==> config.mk <==
export PLATFORM = sky130hd
export DESIGN_NAME = pair_match_ctl
export DESIGN_NICKNAME = d
export VERILOG_FILES = /design/src/rtl/pair_match_ctl_pkg.sv /design/src/rtl/pair_match_ctl_hide_timer.sv /design/src/rtl/pair_match_ctl.sv
export SDC_FILE = /design/constraint.sdc
export NUM_CORES = 1
export LEC_CHECK = 0
export CAP_MARGIN = 0
export CORE_UTILIZATION = 47
export DETAILED_ROUTE_END_ITERATION = 12
export GPL_ROUTABILITY_DRIVEN = 0
export HOLD_SLACK_MARGIN = 0.03
export PLACE_DENSITY = 0.65
export SETUP_SLACK_MARGIN = 0.15
export SLEW_MARGIN = 40
export SYNTH_ARGS = -nofsm -noshare
export SYNTH_HDL_FRONTEND = slang
export SYNTH_SLANG_ARGS = --single-unit
==> constraint.sdc <==
create_clock -name clk -period 2.42 [get_ports clk]
set_input_delay 0.242 -clock clk [delete_from_list [all_inputs] [get_ports clk]]
set_output_delay 0.242 -clock clk [all_outputs]
set_load 0.02 [all_outputs]
==> src/rtl/pair_match_ctl_pkg.sv <==
// Shared card-state encodings and FSM state type for the pair-matching controller.
// The regfile and the press checker use the same card encodings.
package pair_match_ctl_pkg;

  localparam int unsigned CARD_STATE_W = 2;

  typedef enum logic [CARD_STATE_W-1:0] {
    CARD_HIDDEN  = 2'd0,
    CARD_SHOWN   = 2'd1,
    CARD_MATCHED = 2'd2
  } card_state_t;

  typedef enum logic [3:0] {
    ST_IDLE      = 4'd0,
    ST_SHOW_A    = 4'd1,
    ST_FIRST     = 4'd2,
    ST_SHOW_B    = 4'd3,
    ST_COMPARE   = 4'd4,
    ST_MATCH_A   = 4'd5,
    ST_MATCH_B   = 4'd6,
    ST_WAIT_HIDE = 4'd7,
    ST_HIDE_A    = 4'd8,
    ST_HIDE_B    = 4'd9,
    ST_DONE      = 4'd10
  } fsm_state_t;

  // Counter width able to hold delay-1; a delay of one still needs one bit.
  function automatic int unsigned timer_width(input int unsigned delay);
    return (delay > 1) ? $clog2(delay) : 1;
  endfunction

endpackage

==> src/rtl/pair_match_ctl_hide_timer.sv <==
// Mismatch display timer: cleared by load, counts up while count is high,
// and flags expiry once DELAY cycles have been counted.
module hide_timer
  import pair_match_ctl_pkg::*;
#(
  parameter int unsigned DELAY = 10
) (
  input  logic clk,
  input  logic rst,
  input  logic load,
  input  logic count,
  output logic expired
);

  localparam int unsigned CNT_W = timer_width(DELAY);
  localparam logic [CNT_W-1:0] LAST = CNT_W'(DELAY - 1);

  logic [CNT_W-1:0] cnt;

  always_ff @(posedge clk) begin
    if (rst || load) begin
      cnt <= '0;
    end else if (count && (cnt != LAST)) begin
      cnt <= cnt + CNT_W'(1);
    end
  end

  assign expired = (cnt == LAST);

endmodule

==> src/rtl/pair_match_ctl.sv <==
// Memory-game pair matcher: shows two clicked cards, then marks them matched
// or hides them again after a display delay, and tracks game completion.
module pair_match_ctl
  import pair_match_ctl_pkg::*;
#(
  parameter int unsigned ADDR_W     = 5,
  parameter int unsigned COLOR_W    = 4,
  parameter int unsigned STATE_W    = 2,
  parameter int unsigned NUM_W      = 6,
  parameter int unsigned HIDE_DELAY = 65_000_000
) (
  input  logic               clk,
  input  logic               rst,
  input  logic               start,
  input  logic [NUM_W-1:0]   num_of_cards,
  input  logic               flip_valid,
  input  logic [ADDR_W-1:0]  flip_address,
  input  logic [COLOR_W-1:0] flip_color,
  output logic               flip_ready,
  output logic               wr_req,
  output logic [ADDR_W-1:0]  wr_address,
  output logic [STATE_W-1:0] wr_state,
  input  logic               wr_gnt,
  output logic [NUM_W-2:0]   pairs_found,
  output logic               busy,
  output logic               game_done
);

  localparam logic [STATE_W-1:0] WS_HIDDEN  = STATE_W'(CARD_HIDDEN);
  localparam logic [STATE_W-1:0] WS_SHOWN   = STATE_W'(CARD_SHOWN);
  localparam logic [STATE_W-1:0] WS_MATCHED = STATE_W'(CARD_MATCHED);

  fsm_state_t         state;
  logic [ADDR_W-1:0]  addr_a;
  logic [ADDR_W-1:0]  addr_b;
  logic [COLOR_W-1:0] color_a;
  logic [COLOR_W-1:0] color_b;

  logic             timer_rst;
  logic             timer_load;
  logic             timer_count;
  logic             hide_expired;
  logic [NUM_W-1:0] pairs_next;
  logic [NUM_W-1:0] pair_target;

  assign timer_rst   = rst || start;
  assign timer_load  = (state == ST_COMPARE);
  assign timer_count = (state == ST_WAIT_HIDE) && !hide_expired;

  // Computed at full width so a wrapped count can never fake a finished game.
  assign pairs_next  = {1'b0, pairs_found} + NUM_W'(1);
  assign pair_target = num_of_cards >> 1;

  hide_timer #(
    .DELAY(HIDE_DELAY)
  ) u_hide_timer (
    .clk    (clk),
    .rst    (timer_rst),
    .load   (timer_load),
    .count  (timer_count),
    .expired(hide_expired)
  );

  always_ff @(posedge clk) begin
    if (rst || start) begin
      state       <= ST_IDLE;
      flip_ready  <= 1'b1;
      wr_req      <= 1'b0;
      wr_address  <= '0;
      wr_state    <= '0;
      busy        <= 1'b0;
      game_done   <= 1'b0;
      pairs_found <= '0;
      addr_a      <= '0;
      addr_b      <= '0;
      color_a     <= '0;
      color_b     <= '0;
    end else begin
      game_done <= 1'b0;
      unique case (state)
        ST_IDLE: begin
          if (flip_valid) begin
            addr_a     <= flip_address;
            color_a    <= flip_color;
            wr_req     <= 1'b1;
            wr_address <= flip_address;
            wr_state   <= WS_SHOWN;
            flip_ready <= 1'b0;
            busy       <= 1'b1;
            state      <= ST_SHOW_A;
          end
        end
        ST_SHOW_A: begin
          if (wr_gnt) begin
            wr_req     <= 1'b0;
            flip_ready <= 1'b1;
            busy       <= 1'b0;
            state      <= ST_FIRST;
          end
        end
        ST_FIRST: begin
          // A second click on the already-shown card is consumed and ignored.
          if (flip_valid && (flip_address != addr_a)) begin
            addr_b     <= flip_address;
            color_b    <= flip_color;
            wr_req     <= 1'b1;
            wr_address <= flip_address;
            wr_state   <= WS_SHOWN;
            flip_ready <= 1'b0;
            busy       <= 1'b1;
            state      <= ST_SHOW_B;
          end
        end
        ST_SHOW_B: begin
          if (wr_gnt) begin
            wr_req <= 1'b0;
            state  <= ST_COMPARE;
          end
        end
        ST_COMPARE: begin
          if (color_a == color_b) begin
            wr_req     <= 1'b1;
            wr_address <= addr_a;
            wr_state   <= WS_MATCHED;
            state      <= ST_MATCH_A;
          end else begin
            state <= ST_WAIT_HIDE;
          end
        end
        ST_MATCH_A: begin
          if (wr_gnt) begin
            wr_address <= addr_b;
            state      <= ST_MATCH_B;
          end
        end
        ST_MATCH_B: begin
          if (wr_gnt) begin
            wr_req      <= 1'b0;
            busy        <= 1'b0;
            pairs_found <= pairs_next[NUM_W-2:0];
            if (pairs_next == pair_target) begin
              game_done <= 1'b1;
              state     <= ST_DONE;
            end else begin
              flip_ready <= 1'b1;
              state      <= ST_IDLE;
            end
          end
        end
        ST_WAIT_HIDE: begin
          if (hide_expired) begin
            wr_req     <= 1'b1;
            wr_address <= addr_a;
            wr_state   <= WS_HIDDEN;
            state      <= ST_HIDE_A;
          end
        end
        ST_HIDE_A: begin
          if (wr_gnt) begin
            wr_address <= addr_b;
            state      <= ST_HIDE_B;
          end
        end
        ST_HIDE_B: begin
          if (wr_gnt) begin
            wr_req     <= 1'b0;
            busy       <= 1'b0;
            flip_ready <= 1'b1;
            state      <= ST_IDLE;
          end
        end
        ST_DONE: begin
          state <= ST_DONE;
        end
        default: begin
          state      <= ST_IDLE;
          wr_req     <= 1'b0;
          busy       <= 1'b0;
          flip_ready <= 1'b1;
        end
      endcase
    end
  end

endmodule

## Word-level counts from Yosys, hierarchy flattened

Cells that the tools add are included.

| storage, ports and cells | value |
|---|---|
| flip-flop bits (word level) | 64 |
| bits of input ports | 20 |
| logic and storage cells | 111 |
| output and inout bits | 16 |

| operators by class | value |
|---|---|
| equality and inequality tests | 30 |
| reductions and logical operators | 25 |
| multiplexer cells | 37 |
| bitwise gates (word level) | 4 |
| $add $sub $neg | 2 |

Operators by type and width:

| kind | number |
|---|---|
| $pmux W4 S11 | 1 |
| $mux W4 | 10 |
| $add A26 B1 Y26 const B | 1 |
| $eq A26 B26 Y1 const B | 1 |
| $ne A26 B26 Y1 const B | 1 |
| $mux W5 | 5 |
| $pmux W5 S5 | 1 |
| $ne A2 B2 Y1 const B | 11 |
| $reduce_and A6 Y1 | 3 |
| $eq A4 B3 Y1 const B | 4 |
| $eq A4 B4 Y1 const B | 3 |
| $mux W1 | 11 |
| $mux W2 | 5 |
| $reduce_and A9 Y1 | 1 |
| $reduce_or A3 Y1 | 3 |
| $eq A4 B2 Y1 const B | 2 |
| $ne A2 B1 Y1 const B | 4 |
| $pmux W2 S4 | 1 |
| $add A5 B1 Y6 const B | 1 |
| $eq A6 B5 Y1 | 1 |
| $pmux W1 S6 | 1 |
| $reduce_and A2 Y1 | 3 |
| $reduce_or A6 Y1 | 1 |
| $ne A5 B5 Y1 | 1 |
| 15 further kinds | 22 |

## Longest topological paths before layout

Gate-level depths: netlist (run 1).

| depth | value |
|---|---|
| word-level depth | 5 |
| depth in mapped cells | 8 |
| depth with buffers taken out | 6 |

## Hierarchy

A second synthesis (run 1) with hierarchy kept.

| unflattened totals | value |
|---|---|
| cell total of the unflattened synthesis | 410 |
| area, all modules | 3490.8 µm² |

By module, submodules not included:

| module | instances | area an instance (µm²) | cells each | seq. area each (µm²) |
|---|---|---|---|---|
| pair_match_ctl | 1 | 2104.5 | 246 | 760.7 |
| hide_timer | 1 | 1386.3 | 164 | 520.5 |

## Worst setup path before layout (run 1)

No wires, ideal clock.

| timing path | value |
|---|---|
| path type | flip-flop to flip-flop |
| start | reg u_hide_timer.cnt[0] |
| end | reg u_hide_timer.cnt[24] |
| path buffers | 1 |
| arrival time | 1977 ps |
| path slack | 384 ps |
| data required time | 2361 ps |
| library setup time | 59 ps |
| cell stages (with the launch flop) | 8 |
| clock period less this slack | 2036 ps |
| cells stage by stage | dfxtp_1 > ha_1 > and4_1 > buf_2 > nand3_1 > or4_4 > or4_1 > nand2_1 |

| on the way | value |
|---|---|
| longest elaborated chain between the ends | 4 |
| elaborated cells on any way between the ends | 6 |
| those cells by class | add/sub (1); eq/ne (2); reduce/logical (3) |

Ends and longest elaborated chain:

| what | line | text |
|---|---|---|
| start, declared | pair_match_ctl_hide_timer.sv:18 | `logic [CNT_W-1:0] cnt;` |
| start signal, assigned | pair_match_ctl_hide_timer.sv:24 | `cnt <= cnt + CNT_W'(1);` |
| parallel branches: the longest is 4 deep, another holds $add A26 B1 Y26 | n/a |  |

Several ways; the timed one is not identified.
A chain may end at the register's enable or synchronous reset.

## Final worst setup path (run 1)

| timing path | value |
|---|---|
| start | reg u_hide_timer.cnt[21] |
| end | reg wr_state[1] |

| on the way | value |
|---|---|
| longest elaborated chain between the ends | 3 |

Ends and longest elaborated chain:

| what | line | text |
|---|---|---|
| $eq A26 B26 Y1 | pair_match_ctl_hide_timer.sv:28 | `assign expired = (cnt == LAST);` |
| $ne A2 B2 Y1 (no source line) | n/a |  |
| $reduce_and A5 Y1 (no source line) | n/a |  |
| end signal, assigned | pair_match_ctl.sv:70 | `wr_state <= '0;` |
| end signal, assigned | pair_match_ctl.sv:87 | `wr_state <= WS_SHOWN;` |
| end signal, assigned | pair_match_ctl.sv:108 | `wr_state <= WS_SHOWN;` |
| end, declared | pair_match_ctl.sv:22 | `output logic [STATE_W-1:0] wr_state,` |

Every way passes these cells.

==> run summary, run 1 <==
Status: finished clean
Detailed-route wire length per cell: 14.7 um
Worst EP required: 2.68 ns
DP Wirelength: 5830 um
Vias in the first global route: 2,908
Min-Delay Path Depth: 2
Number of DRC markers in iteration 0: 124
Area grow syn2layout: 22.9%
Clock Latency Late Sink: 0.35 ns
PwrDens: 569 nW/um^2
Avg Vias per Cell: 5.58
Number of max-cap violations: 0
Tightest Hold Check Type: reg -> reg
Max Freq: 468 MHz
Share of cells above drive strength 1: 11.9%
Crit path to: wr_state[1]
Arrival @ worst endpoint: 2.40 ns
GRT Util Overall: 23.0%
Metal3 WL: 265 um
TritonCTS clock tree: yes
Top sig layer: met4
Lkg Pwr: 1.48 nW
Final period util: 88.3%
FFs w/ async S/R, synth: 0%
Reg2Reg Depth: 5
Total wire length: 8190 um
FF-to-FF End: wr_state[1]
CTS Buf Count: 9
Clk buf depth: 2
Flops & latches, synth: 64
Worst reg2reg startpoint: u_hide_timer.cnt[21]
Critical Path End Type: flip-flop
Die X-Extent: 87.8 um
Die H: 87.8 um
Maximum vdd drop: 0.390 mV
CP Class: reg -> reg
Hold-fix buffer count after cts: 0
Final setup fails: 0
Post-CTS Setup Bufs: 0
Worst Path Max Fanout: 7
DR pass1 iterations: 4
Synth warnings: 0
Cells after DPL: 542
Core area: 6940 um^2
Worst-margin pin slew: 0.511 ns
Setup slack, reg-to-reg: 0.28 ns
Layout net count: 479
Util after Layout: 61.3%
Antenna violations before repair: 0
CTS H-tree lvls: 3
Hold Vio Cnt, Final: 0
CP max stage cell: nor4b_1
Critical Path Start: u_hide_timer.cnt[21]
Setup TNS: 0 ns
Slew Limit Fails: 0
Critical Path Source Type: flip-flop
Clk slew on worst S/H paths: 0.07 ns
Most common cell after layout, fill and taps aside: dfxtp_1
Met2 routed WL: 3990 um
Seq/Total Area, Yosys: 37.0%
Total grt overflow: 0
Post-route ant nets: 0
Layout Cells excl Fill: 558
Most used DFF post-synth: dfxtp_1
Metal-1 WL: 3780 um
Cell chain of the critical path: nor4b_1 -> nand3_2 -> o21a_2 -> or3_1 -> o31ai_1
Die area: 7720 um^2
IO Pins: 36
DRC Markers: 0
Most frequent cells in the layout: dfxtp_1, nor2_1, clkdlybuf4s50_1
Post-Syn Nets: 435
Synth Instances: 413
CTS root buf: clkbuf_8
Synthesized area: 3460 um^2
First-pass GRT wire length: 13,600 um
Vias: 3,116
Post-synth EDFFs: 0
Normalized max-slew margin: 65.5%
Avg Cell Area, Syn: 8.39 um^2
Num rows: 30
RSZ-0062 raised after global routing: false
Synth unique cells: 61
Starting density of the core: 49.9%
Crit path largest cell delay: 0.52 ns
Clock Skew: 0.00985 ns
Port bufs: 34
Post_cts resized: 0
Largest net degree at the start of global routing: 33
CTS sink cnt: 64
Minimum clock period: 2.14 ns
Antenna cells: 0
[layer usage]
layer	track usage [%]	vias up
li1	-	1597
met4	9.69	0
met1	28.7	1450
met2	38.2	55
met5	0	-
met3	5.37	14
[kinds of logic (layout without fill, tap and decap cells)]
logic type	Yosys count	after routing	synth area share (%)
XOR/XNOR	32	32	8.09
AND/OR/NAND/NOR	178	178	27.3
adder cells (fa/ha/maj)	2	2	0.722
buffers and inverters	31	80	3.79
AO/OA/AOI/OAI	82	82	16.2
multiplexers	24	24	6.94
flip-flops	64	64	37.0
[final cells by class]
cell class | count | area [um^2]
Multi-Input combinational cell | 318 | 2070
Inverter | 6 | 22.5
Sequential cell | 64 | 1280
Tap cell | 96 | 120
Clock buffer | 9 | 124
Clock inverter | 7 | 120
Timing Repair Buffer | 58 | 520
Fill cell | 621 | 2690
[where the power goes]
part / switching, mW / internal, mW / leakage (nW) / total, mW
Clock: 0.436 / 0.685 / 0.119 / 1.12
Combinational: 0.115 / 0.108 / 0.845 / 0.222
Sequential: 0.0111 / 1.07 / 0.517 / 1.08
[cells in the mapped netlist (7+ instances only)]
library cell | count | share of area (%)
a21oi_1 | 20 | 2.9
and3_1 | 7 | 1.3
buf_2 | 9 | 1.3
clkbuf_1 | 15 | 1.6
dfxtp_1 | 64 | 37
mux2i_1 | 24 | 6.9
nand2_1 | 32 | 3.5
nand3_1 | 16 | 2.3
nand4_1 | 8 | 1.4
nor2_1 | 48 | 5.2
nor3_1 | 12 | 1.7
nor3b_1 | 8 | 1.7
o21ai_0 | 15 | 2.2
o31ai_1 | 7 | 1.5
or3_1 | 8 | 1.4
xnor2_1 | 18 | 4.6
xor2_1 | 14 | 3.5
[stage by stage]
step	total power, mW	setup slack, ns	instance area, um^2	hold slack (ns)
after floorplan	1.24	0.384	3460	0.386
after global placement	1.32	0.261	4000	0.449
after detailed placement	1.32	0.217	4000	0.453
after CTS	2.45	0.173	4240	0.463
after global routing	2.52	0.167	4260	0.495
final	2.42	0.283	4260	0.461
[registers in the layout, indices dropped and copies added, names as in the netlist]
register / count
color_a: 4
addr_b: 5
color_b: 4
addr_a: 5
pairs_found: 5
game_done: 1
wr_state: 2
busy: 1
wr_address: 5
u_hide_timer.cnt: 26
wr_req: 1
state: 4
flip_ready: 1
[how the worst min path moves through the flow]
stage                                from       endpoint
after floorplan           flip_address[0]      addr_a[0]
after CTS                   wr_address[3]  wr_address[3]
final                       wr_address[3]  wr_address[3]
after global placement      wr_address[3]  wr_address[3]
after detailed placement    wr_address[3]  wr_address[3]
after global routing        wr_address[1]  wr_address[1]
[worst max-delay path, delay by kind of cell (launching register included)]
family             cells  cell delay, ns
and+or+nand+nor        3            1.15
AOI/OAI and AO/OA      2            0.52
DFF                    1            0.38
Note: power is estimated with default switching activity, not from simulation.
==> inputs of run 2 (changes only) <==
Settings changed: CORE_ASPECT_RATIO set to 1.4, CORE_UTILIZATION 47 to 31, CTS_BUF_LIST set to sky130_fd_sc_hd__clkbuf_16, PLACE_DENSITY 0.65 to 0.46.
==> run 2 against run 1 <==
Against the previous run:
- register-to-register slack got worse by 0.02 ns
- clock-buffer cell count did not move
- combinational power barely moved
- worst hold slack improved by 0.0025 ns
- first-iteration DRC count fell by 26%
- setup slack got worse by 0.023 ns
- non-clock buffer count rose by 1
- critical endpoint is now u_hide_timer.cnt[24]
- largest cell class unchanged
==> run summary, run 2 (synthesis results as in run 1) <==
CTS H-tree lvls: 3 (unchanged)
Share of cells above drive strength 1: 11.0% (was 11.9%)
Total wire length: 9090 um (was 8190 um)
Worst reg2reg startpoint: state[2] (was u_hide_timer.cnt[21])
Top reg by flops: u_hide_timer.cnt (unchanged)
Tightest Hold Check Type: reg -> reg (unchanged)
Antenna violations before repair: 0 (unchanged)
Fill cell count: 1,116 (was 621)
Num rows: 45 (was 30)
Hold-fix buffer count after cts: 0 (unchanged)
RSZ-0062 raised after global routing: false (unchanged)
Most common cell after layout, fill and taps aside: dfxtp_1 (unchanged)
Number of DRC markers in iteration 0: 92 (was 124)
First-pass GRT wire length: 15,300 um (was 13,600 um)
IO Pins: 36 (unchanged)
Final worst-path setup slack: 0.260 ns (was 0.283 ns)
Largest net degree at the start of global routing: 24 (was 33)
Die area: 11,600 um^2 (was 7720 um^2)
Combinational share of power: 8.9% (was 9.2%)
CTS root buf: clkbuf_16 (was clkbuf_8)
Sw frac: 25.1% (was 23.2%)
Hold Vio Cnt, Final: 0 (unchanged)
Critical Path End Type: flip-flop (unchanged)
Min-Delay Path Depth: 2 (unchanged)
Clk pwr share: 47.6% (was 46.3%)
Minimum clock period: 2.16 ns (was 2.14 ns)
Cell area after layout: 4350 um^2 (was 4260 um^2)
Antenna cells: 0 (unchanged)
Port bufs: 34 (unchanged)
Vias in the first global route: 3,196 (was 2,908)
Status: finished clean (unchanged)
CTS Buf Count: 9 (unchanged)
GRT Util Overall: 16.8% (was 23.0%)
Worst-margin pin slew: 0.487 ns (was 0.511 ns)
Avg Vias per Cell: 5.26 (was 5.58)
Clk buf depth: 2 (unchanged)
Worst EP required: 2.69 ns (was 2.68 ns)
Clock Latency Late Sink: 0.33 ns (was 0.35 ns)
Internal: 1.87 mW (was 1.86 mW)
DRC Markers: 0 (unchanged)
Arrival @ worst endpoint: 2.43 ns (was 2.40 ns)
DP Wirelength: 6690 um (was 5830 um)
Maximum vdd drop: 0.311 mV (was 0.390 mV)
PwrDens: 573 nW/um^2 (was 569 nW/um^2)
P_sw: 625 uW (was 562 uW)
Dpl cell area: 4080 um^2 (was 4000 um^2)
Critical Path Source Type: flip-flop (unchanged)
Post-route ant nets: 0 (unchanged)
DR pass1 iterations: 4 (unchanged)
Post-CTS Setup Bufs: 0 (unchanged)
Setup TNS: 0 ns (unchanged)
Normalized max-slew margin: 67.5% (was 65.5%)
Clock Skew: 0.00443 ns (was 0.00985 ns)
Area grow syn2layout: 25.6% (was 22.9%)
Hold endpoint: wr_address[2] (was wr_address[3])
Post_cts resized: 0 (unchanged)
Clk slew on worst S/H paths: 0.06 ns (was 0.07 ns)
Die H: 127 um (was 87.8 um)
Setup slack, reg-to-reg: 0.26 ns (was 0.28 ns)
Worst Path Max Fanout: 12 (was 7)
CP Class: reg -> reg (unchanged)
Slew Limit Fails: 0 (unchanged)
Hold Path Origin: wr_address[2] (was wr_address[3])
Total grt overflow: 0 (unchanged)
Detailed-route wire length per cell: 15.0 um (was 14.7 um)
FF-to-FF End: u_hide_timer.cnt[24] (was wr_state[1])
Layout net count: 480 (was 479)
Vias: 3,178 (was 3,116)
Number of max-cap violations: 0 (unchanged)
Most frequent cells in the layout: dfxtp_1, nor2_1, clkdlybuf4s50_1 (unchanged)
Total Power: 2.49 mW (was 2.42 mW)
Max reg flops: 26 (unchanged)
Lkg Pwr: 1.49 nW (was 1.48 nW)
Final setup fails: 0 (unchanged)
Die X-Extent: 91.3 um (was 87.8 um)
Sequential share of power: 43.5% (was 44.5%)
Core area: 10,900 um^2 (was 6940 um^2)
Final period util: 89.3% (was 88.3%)
Starting density of the core: 31.9% (was 49.9%)
TritonCTS clock tree: yes (unchanged)
CTS sink cnt: 64 (unchanged)
Max Freq: 463 MHz (was 468 MHz)
Worst slack, placed: 0.205 ns (was 0.217 ns)
Reg2Reg Depth: 5 (unchanged)
## run 2: layer usage
metal	global-route usage, %	vias up	part of all wire [%]
li1	-	1597	-
met1	18.7	1521	44
met2	30.8	52	52
met3	2.50	8	2.8
met4	8.59	0	1.4
met5	0	-	0
## run 2: per-stage QoR
stage	std cells	utilization (%)	hold WS, ns
floorplan	413	-	0.386
global placement	588	37.5	0.458
detailed placement	588	37.5	0.460
CTS	604	40.0	0.468
global route	604	40.0	0.502
finish	604	40.0	0.463
## run 2: how the worst max path moves through the flow
| stage | start | end |
|---|---|---|
| after floorplan | u_hide_timer.cnt[0] | u_hide_timer.cnt[24] |
| after global placement | flip_address[3] | wr_address[2] |
| after detailed placement | flip_address[4] | wr_address[1] |
| after CTS | u_hide_timer.cnt[0] | u_hide_timer.cnt[24] |
| after global routing | state[2] | u_hide_timer.cnt[24] |
| final | state[2] | u_hide_timer.cnt[24] |
## run 2: final cells by class
class                           count  area [um^2]  share of cell area [%]
Clock buffer                        9          225                    5.18
Clock inverter                      7         47.5                    1.09
Inverter                            6         22.5                   0.518
Multi-Input combinational cell    318         2060                    47.3
Sequential cell                    64         1280                    29.5
Tap cell                          141          176                    4.06
Timing Repair Buffer               59          541                    12.4
## run 2: power by group through the flow
| stage | combinational (mW) | clock (mW) | sequential (mW) |
|---|---|---|---|
| floorplan | 0.130 | 0 | 1.11 |
| global placement | 0.223 | 0 | 1.11 |
| detailed placement | 0.222 | 0 | 1.11 |
| CTS | 0.224 | 1.23 | 1.08 |
| global route | 0.244 | 1.27 | 1.09 |
| finish | 0.222 | 1.19 | 1.08 |
## run 2: worst max-delay path: stages, from the launching register on
cell and delay (ns):
dfxtp_1 0.58, and4b_1 0.36, nand3_2 0.10, or4_4 0.56
or4_1 0.42, nand2_1 0.08
